## src/rtl/spi_stream_rx.sv

```systemverilog
// spi_stream_rx: SPI slave (mode 0, LSB first) receiving greyscale bytes and
// emitting a 24-bit {g,g,g} Avalon-ST video stream with sop/eop framing.
// Ports: clk/reset (sync, active high); spi_clk/spi_ss/spi_mosi/spi_miso from
// the external master; source_* Avalon-ST output; overflow/short_frame sticky.
module spi_stream_rx #(
  parameter logic [10:0] IMAGE_W    = 11'd320,
  parameter logic [10:0] IMAGE_H    = 11'd240,
  parameter int          FIFO_DEPTH = 16
) (
  input  logic        clk,
  input  logic        reset,
  input  logic        spi_clk,
  input  logic        spi_ss,
  input  logic        spi_mosi,
  output logic        spi_miso,
  output logic [23:0] source_data,
  output logic        source_valid,
  input  logic        source_ready,
  output logic        source_sop,
  output logic        source_eop,
  output logic        overflow,
  output logic        short_frame
);

  localparam int          AW       = $clog2(FIFO_DEPTH);
  localparam int          FRAME    = int'(IMAGE_W) * int'(IMAGE_H);
  localparam logic [16:0] LAST_PIX = 17'(FRAME - 1);
  localparam logic [AW:0] FULL_CNT = (AW + 1)'(FIFO_DEPTH);
  localparam logic [AW:0] CNT_ONE  = (AW + 1)'(1);
  localparam logic [AW-1:0] PTR_ONE = AW'(1);

  // [1] is the synchronised level, [2] its previous value for edges.
  // Reset to 0 so a slave select already low at reset release shows no
  // falling edge and the block waits for the next frame.
  logic [2:0] sclk_q;
  logic [2:0] ss_q;
  logic [1:0] mosi_q;

  always_ff @(posedge clk) begin
    if (reset) begin
      sclk_q <= '0;
      ss_q   <= '0;
      mosi_q <= '0;
    end else begin
      sclk_q <= {sclk_q[1:0], spi_clk};
      ss_q   <= {ss_q[1:0], spi_ss};
      mosi_q <= {mosi_q[0], spi_mosi};
    end
  end

  logic sclk_rise;
  logic sclk_fall;
  logic ss_fall;
  logic ss_rise;
  logic mosi_s;

  assign sclk_rise = sclk_q[1] & ~sclk_q[2];
  assign sclk_fall = ~sclk_q[1] & sclk_q[2];
  assign ss_fall   = ~ss_q[1] & ss_q[2];
  assign ss_rise   = ss_q[1] & ~ss_q[2];
  assign mosi_s    = mosi_q[1];

  logic       armed;
  logic [2:0] bit_cnt;
  logic [7:0] shift_reg;
  logic [7:0] byte_reg;
  logic       byte_done;

  always_ff @(posedge clk) begin
    if (reset) begin
      armed     <= 1'b0;
      bit_cnt   <= '0;
      shift_reg <= '0;
      byte_reg  <= '0;
      byte_done <= 1'b0;
    end else begin
      byte_done <= 1'b0;
      if (ss_fall) begin
        armed   <= 1'b1;
        bit_cnt <= '0;
      end else if (ss_rise) begin
        // any partial byte is simply forgotten
        armed   <= 1'b0;
        bit_cnt <= '0;
      end else if (armed && sclk_rise) begin
        shift_reg <= {mosi_s, shift_reg[7:1]};
        bit_cnt   <= bit_cnt + 3'd1;
        if (bit_cnt == 3'd7) begin
          byte_done <= 1'b1;
          byte_reg  <= {mosi_s, shift_reg[7:1]};
        end
      end
    end
  end

  logic [9:0]    mem [FIFO_DEPTH];
  logic [AW-1:0] wr_ptr;
  logic [AW-1:0] rd_ptr;
  logic [AW:0]   count;
  logic [16:0]   pix_cnt;
  logic [9:0]    head;
  logic          full;
  logic          pop;
  logic          push;

  assign full         = (count == FULL_CNT);
  assign source_valid = (count != '0);
  assign pop          = source_valid & source_ready;
  assign push         = byte_done & (~full | pop);
  assign head         = mem[rd_ptr];

  assign source_data = source_valid ? {3{head[9:2]}} : 24'd0;
  assign source_sop  = source_valid & head[1];
  assign source_eop  = source_valid & head[0];

  always_ff @(posedge clk) begin
    if (push) begin
      mem[wr_ptr] <= {byte_reg, pix_cnt == '0, pix_cnt == LAST_PIX};
    end
  end

  always_ff @(posedge clk) begin
    if (reset) begin
      wr_ptr      <= '0;
      rd_ptr      <= '0;
      count       <= '0;
      pix_cnt     <= '0;
      overflow    <= 1'b0;
      short_frame <= 1'b0;
    end else begin
      if (push) wr_ptr <= wr_ptr + PTR_ONE;
      if (pop)  rd_ptr <= rd_ptr + PTR_ONE;
      case ({push, pop})
        2'b10:   count <= count + CNT_ONE;
        2'b01:   count <= count - CNT_ONE;
        default: count <= count;
      endcase
      if (byte_done && !push) overflow <= 1'b1;
      // dropped bytes still advance pix_cnt to keep framing aligned
      if (ss_fall) begin
        pix_cnt <= '0;
      end else if (ss_rise && pix_cnt != '0) begin
        short_frame <= 1'b1;
        pix_cnt     <= '0;
      end else if (byte_done) begin
        pix_cnt <= (pix_cnt == LAST_PIX) ? '0 : pix_cnt + 17'd1;
      end
    end
  end

  // Status goes out LSB first. bit_cnt is already 0 on the falling edge that
  // ends a byte, which is where the next status byte is reloaded.
  logic [7:0] miso_sr;
  logic [7:0] status;

  assign status   = {6'b0, short_frame, overflow};
  assign spi_miso = miso_sr[0];

  always_ff @(posedge clk) begin
    if (reset) begin
      miso_sr <= '0;
    end else if (ss_fall) begin
      miso_sr <= status;
    end else if (armed && sclk_fall) begin
      if (bit_cnt == 3'd0) miso_sr <= status;
      else                 miso_sr <= {1'b0, miso_sr[7:1]};
    end
  end

endmodule

```

## config.mk

```make
export PLATFORM = sky130hd
export DESIGN_NAME = spi_stream_rx
export DESIGN_NICKNAME = d
export VERILOG_FILES = /design/src/rtl/spi_stream_rx.sv
export SDC_FILE = /design/constraint.sdc
export NUM_CORES = 1
export LEC_CHECK = 0
export CORE_MARGIN = 5
export CORE_UTILIZATION = 38
export DETAILED_ROUTE_END_ITERATION = 8
export GPL_TIMING_DRIVEN = 0
export PLACE_DENSITY = 0.53
export RECOVER_POWER = 100
export SYNTH_ARGS = -nofsm -noshare
export SYNTH_HDL_FRONTEND = slang
export SYNTH_SLANG_ARGS = --single-unit
```

## constraint.sdc

```tcl
create_clock -name clk -period 3.4 [get_ports clk]
set_input_delay 0.85 -clock clk [delete_from_list [all_inputs] [get_ports clk]]
set_output_delay 0.85 -clock clk [all_outputs]
set_load 0.01 [all_outputs]
```

==> results of run 1 <==
[worst max-delay path, stage by stage (launching register included)]
cell	delay (ns)
dfxtp_4	0.43
buf_12	0.17
mux4_2	0.53
mux2i_1	0.22
o22ai_2	0.15
buf_4	0.15
clkdlybuf4s50_1	0.47
[worst min-delay path by stage]
stage	startpoint	endpoint	slack [ns]	depth (start not counted)
after global placement	sclk_q[0]	sclk_q[1]	0.42	1
after CTS	ss_q[0]	ss_q[1]	0.44	1
after global routing	sclk_q[0]	sclk_q[1]	0.46	1
final	ss_q[0]	ss_q[1]	0.43	1
after detailed placement	ss_q[0]	ss_q[1]	0.42	1
after floorplan	mosi_q[0]	mosi_q[1]	0.41	1
[cells by family (layout without fill, tap and decap cells)]
kind of cell | after synthesis | after routing
xor+xnor | 25 | 25
buf+inv | 59 | 138
flops | 226 | 226
compound gates | 44 | 44
fa+ha+maj | 16 | 16
mux | 68 | 68
simple gates | 159 | 159
[final cells by class]
cell class                 count  area, um2  area share
buffer                        39        289      0.0268
clock buffer                  36        737      0.0685
clock inverter                 8       72.6     0.00674
inverter                      18       67.6     0.00628
multi-input combinational    312       2740       0.255
sequential                   226       6130       0.569
tap                          319        399      0.0371
timing repair buffer          37        328      0.0305
[stage by stage]
stage | instances | setup slack (ns) | total power (W) | TNS, ns | hold WS [ns]
after detailed placement | 950 | -0.138 | 0.00508 | -1.03 | 0.424
after CTS | 994 | -0.122 | 0.00790 | -1.56 | 0.438
after global placement | 950 | -0.238 | 0.00504 | -8.68 | 0.423
after floorplan | 597 | 0.714 | 0.00429 | 0 | 0.414
final | 995 | -0.0627 | 0.00768 | -0.217 | 0.435
after global routing | 995 | -0.148 | 0.00801 | -0.557 | 0.460
[cells in the mapped netlist, types with 2 or more instances]
cell | number | area [um2]
a21oi_1 | 22 | 110
nor4_1 | 3 | 18.8
mux2i_1 | 27 | 270
and3_1 | 4 | 25.0
buf_4 | 16 | 120
o21a_1 | 3 | 22.5
a21o_1 | 2 | 15.0
nand2b_1 | 5 | 31.3
buf_2 | 5 | 25.0
clkbuf_1 | 16 | 60.1
nor3_1 | 8 | 40.0
nor2_1 | 57 | 214
nand3_1 | 20 | 100
edfxtp_1 | 160 | 4800
dfxtp_1 | 66 | 1320
nand4_1 | 6 | 37.5
inv_1 | 18 | 67.6
xor2_1 | 15 | 131
nand2_1 | 41 | 154
nor2b_1 | 9 | 56.3
ha_1 | 15 | 188
xnor2_1 | 10 | 87.6
mux4_2 | 40 | 901
buf_1 | 3 | 11.3
o22ai_1 | 10 | 62.6
[placed cells by master, fill, tap and decap left out, types with 5 or more instances in the layout]
master and instances:
edfxtp_1 160, dfxtp_1 65, nor2_1 57, nand2_1 40
mux4_2 40, buf_4 31, clkbuf_16 25, a21oi_1 22
nand3_1 20, clkbuf_1 19, inv_1 18, mux2i_1 16
xor2_1 15, ha_1 15, xnor2_1 10, nor2b_1 9
clkdlybuf4s50_1 8, o22ai_1 7, clkbuf_8 7, nand4_1 6
mux2i_2 6, mux2i_4 5, dlygate4sd3_1 5, dlymetal6s2s_1 5
[power by group]
| group | leakage, nW | switching, W | total [W] | internal (W) |
|---|---|---|---|---|
| combinational | 1.26 | 0.000934 | 0.00208 | 0.00114 |
| sequential | 2.03 | 0.0000614 | 0.00302 | 0.00296 |
| clock | 0.395 | 0.00101 | 0.00258 | 0.00157 |
[routing by layer]
layer / vias to the layer above / GRT usage / part of all wire / wire length (um)
met1: 2448 / 0.184 / 0.45 / 8120
met2: 109 / 0.229 / 0.49 / 9000
met5: - / 0 / 0 / 0
li1: 2326 / - / - / -
met4: 0 / 0.0286 / 0.013 / 244
met3: 22 / 0.0216 / 0.046 / 843
[timing repair]
action | 4_1_cts | 5_1_grt
hold buffers | 0 | 0
hold endpoints to repair | 0 | 0
buffers inserted | 2 | 1
pin swaps | 0 | 1
endpoints found under the setup margin | 26 | 22
gates resized for setup | 62 | 21
==> results.cfg, run 1 <==
[status]
outcome = finished with violations
violations = setup timing

[yosys]
synthSimpleGateAreaFrac = 0.0803
synth_top_family_by_area = multiplexers
netlist_area_um2 = 9020
synthXorXnorAreaFrac = 0.0243
syn_area_per_cell_um2 = 15.1
synthArstFlopShare = 0
postSynthCellCount = 597
ys_ff_latch = 226
netlist-cell-type-count = 41
ys_seq_area_frac = 0.679
synth-edff-count = 160
ys.flop_type = edfxtp_1
yosys-mux-area-fraction = 0.131
synth-compound-area-share = 0.0291
ys_warn_count = 0
yosys.area_share.adder = 0.0230
synth_fp_nets = 619

[worst_setup_path]
crit_end = source_data[19]
end_kind = primary output
ff2ff_setup_slack_ns = 0.48
cp_max_fo = 10
worstPathRequired_ns = 2.55
critPathLaunchType = flip-flop
rr_startpoint = count[0]
r2r_cells = 10
cp.arrival_ns = 2.61
rr_endpoint = count[4]
crit_type = reg2out

[floorplanning]
io_pins = 36
initial_utilization = 0.385
dieWidth_um = 164
core_area_um2 = 23400
die_h_um = 164
design.die.area_um2 = 26900
rows = 56

[clocking]
cts_tree = yes
h-tree-depth = 1
clock_latency_ns = 0.50
cts-buffers-inserted = 24
cts.clk_slew.worst_paths_ns = 0.06
cts_sinks = 226
root_buffer = clkbuf_16
cts_buffer_depth = 3

[route]
drcViolationCount = 0
route.vias.total = 4905
first_iter_violations = 227
routedWlPerCell_um = 18.3
ant_nets = 0
routed_via_density = 4.93
dr.pass1.iters = 5
wl_mm = 18.2

[timing]
report.final.slew_viol_count = 0
max_freq_ghz = 0.289
min_period_ns = 3.46
rsz0062_at_grt = true
layout_setup_ws_ns = -0.0627
relSlewSlack = 0.276
tightest_slew_ns = 1.08
setup_viol = 4
hold_viol = 0
clock-skew-final_ns = 0.0140
min_period_over_period = 1.02

[grt]
overflow = 0
track_usage = 0.135
grt_pass1_wl_mm = 27.9
first_global_vias = 4954
grt_max_degree = 18
antenna_found_initial = 0

[final_layout]
n_fill_cell = 2055
area_growth_pct = 19.3
finalInstanceArea_um2 = 10800
layout-drive-gt1-share = 0.212
nNetsFinal = 680
fin_util = 0.460
largest_reg_flops = 160
antennaDiodeCount = 0

[job]
cap_violations = 0

[placed_design]
gp_congestion = 0.818
hpwl_mm = 12.0
port-buffer-count = 34
place_area_um2 = 9780

[pwr]
leakage_nw = 3.68
ir_drop_mv = 0.440
p_per_area_nw_per_um2 = 713

[worst_hold_path]
min_path_type = reg2reg
(Power assumes the default switching activity.)
==> inputs of run 2 (changes only) <==
- REMOVE_ABC_BUFFERS: default -> 1
==> results.cfg, run 2 (same netlist as run 1, synthesis figures left out) <==
[final_layout]
final_cells = 970
most-common-layout-cells = edfxtp_1, dfxtp_1, nor2_1
largest_reg_flops = 160
finalInstanceArea_um2 = 10500
layout_commonest_cell = edfxtp_1
n_fill_cell = 2123
antennaDiodeCount = 0
area_growth_pct = 16.8
nNetsFinal = 656
layout-drive-gt1-share = 0.161

[timing]
rsz0062_at_grt = false
setup_viol = 0
whs_ns = 0.437
tightest_slew_ns = 2.02
clock-skew-final_ns = 0.0169
hold_viol = 0
report.final.slew_viol_count = 46
fin_tns_setup_ns = 0
max_freq_ghz = 0.310
relSlewSlack = -0.350
min_period_ns = 3.22
min_period_over_period = 0.948

[worst_setup_path]
rr_endpoint = count[4]
rr_startpoint = count[0]
worstPathRequired_ns = 2.55
end_kind = primary output
max_stage_delay_ns = 0.65
path_cells = or4_1 -> nand2b_4 -> nand2b_4 -> o22ai_2 -> dlygate4sd2_1
slowest_stage = or4_1
worst-path-buf-inv = 1
cp.arrival_ns = 2.37
crit_type = reg2out
critPathLaunchType = flip-flop
cp_common_cell = nand2b_4
ff2ff_setup_slack_ns = 0.41
cp_max_fo = 10
r2r_cells = 10
path_delay_family = simple AND/OR/NAND/NOR gates

[pwr]
p_switching_w = 0.00199
p_per_area_nw_per_um2 = 702
leakage_nw = 3.59
ir_drop_mv = 0.473
sw_frac_of_total = 0.269
internal-power_w = 0.00540
p_seq_frac = 0.409
p_clk_frac = 0.348
p_comb_frac = 0.243
power.total_w = 0.00740

[floorplanning]
rows = 56
design.die.area_um2 = 26900
io_pins = 36
initial_utilization = 0.385
die_h_um = 164
core_area_um2 = 23400
dieWidth_um = 164

[worst_hold_path]
hp-start = sclk_q[0]
min_path_type = reg2reg
worstHoldEndpoint = sclk_q[1]
whs_path_depth = 1

[grt]
first_global_vias = 5000
grt_pass1_wl_mm = 27.9
overflow = 0
grt_max_degree = 46
track_usage = 0.133
antenna_found_initial = 0

[placed_design]
hpwl_mm = 11.2
place_area_um2 = 9630
port-buffer-count = 35
gp_congestion = 0.764
place_inst = 915

[clocking]
cts_buffer_depth = 3
cts_sinks = 226
cts_tree = yes
cts.clk_slew.worst_paths_ns = 0.06
clock_latency_ns = 0.52
cts-buffers-inserted = 25
root_buffer = clkbuf_16
h-tree-depth = 1

[job]
cap_violations = 1

[status]
outcome = finished with violations
violations = capacitance limit, slew limit

[route]
routedWlPerCell_um = 18.5
route.vias.total = 4847
first_iter_violations = 247
ant_nets = 0
routed_via_density = 5.00
wl_mm = 17.9
drcViolationCount = 0
dr.pass1.iters = 4
run 2: repair_timing:
action	4_1_cts	5_1_grt
gates cloned	0	1
hold buffers	0	0
buffers inserted	5	5
resized for setup	23	22
setup endpoints to repair	26	16
run 2: cell type report:
| class | instances | area, um2 | area share |
|---|---|---|---|
| clock buffer | 29 | 661 | 0.0627 |
| clock inverter | 15 | 126 | 0.0120 |
| inverter | 18 | 67.6 | 0.00641 |
| multi-input combinational | 312 | 2660 | 0.252 |
| sequential | 226 | 6140 | 0.582 |
| tap | 319 | 399 | 0.0379 |
| timing repair buffer | 51 | 490 | 0.0465 |
run 2: routing by layer:
layer	vias up	wire, um	global-route usage
li1	2275	-	-
met1	2456	7870	0.173
met2	82	8980	0.226
met3	34	593	0.0253
met4	0	473	0.0404
met5	-	0	0
run 2: how the worst max path moves through the flow:
stage | slack [ns] | startpoint | to | depth (start not counted)
after floorplan | -0.27 | flip-flop | source_data[0] | 3
after global placement | -1.70 | flip-flop | source_data[12] | 4
after detailed placement | -0.03 | flip-flop | source_data[12] | 4
after CTS | -0.02 | flip-flop | source_data[5] | 5
after global routing | 0.04 | flip-flop | source_data[19] | 6
final | 0.18 | count[0] | source_data[0] | 5
run 2: power groups by stage:
stage	Combinational, W	Clock [W]	Sequential [W]
after floorplan	0.000908	0	0.00316
after global placement	0.00158	0	0.00323
after detailed placement	0.00161	0	0.00321
after CTS	0.00188	0.00263	0.00302
after global routing	0.00196	0.00275	0.00303
final	0.00180	0.00258	0.00302
run 2: metrics by stage:
stage	worst slack, ns	util
after floorplan	-0.274	-
after global placement	-1.70	0.408
after detailed placement	-0.0305	0.411
after CTS	-0.0226	0.451
after global routing	0.0351	0.450
final	0.175	0.450
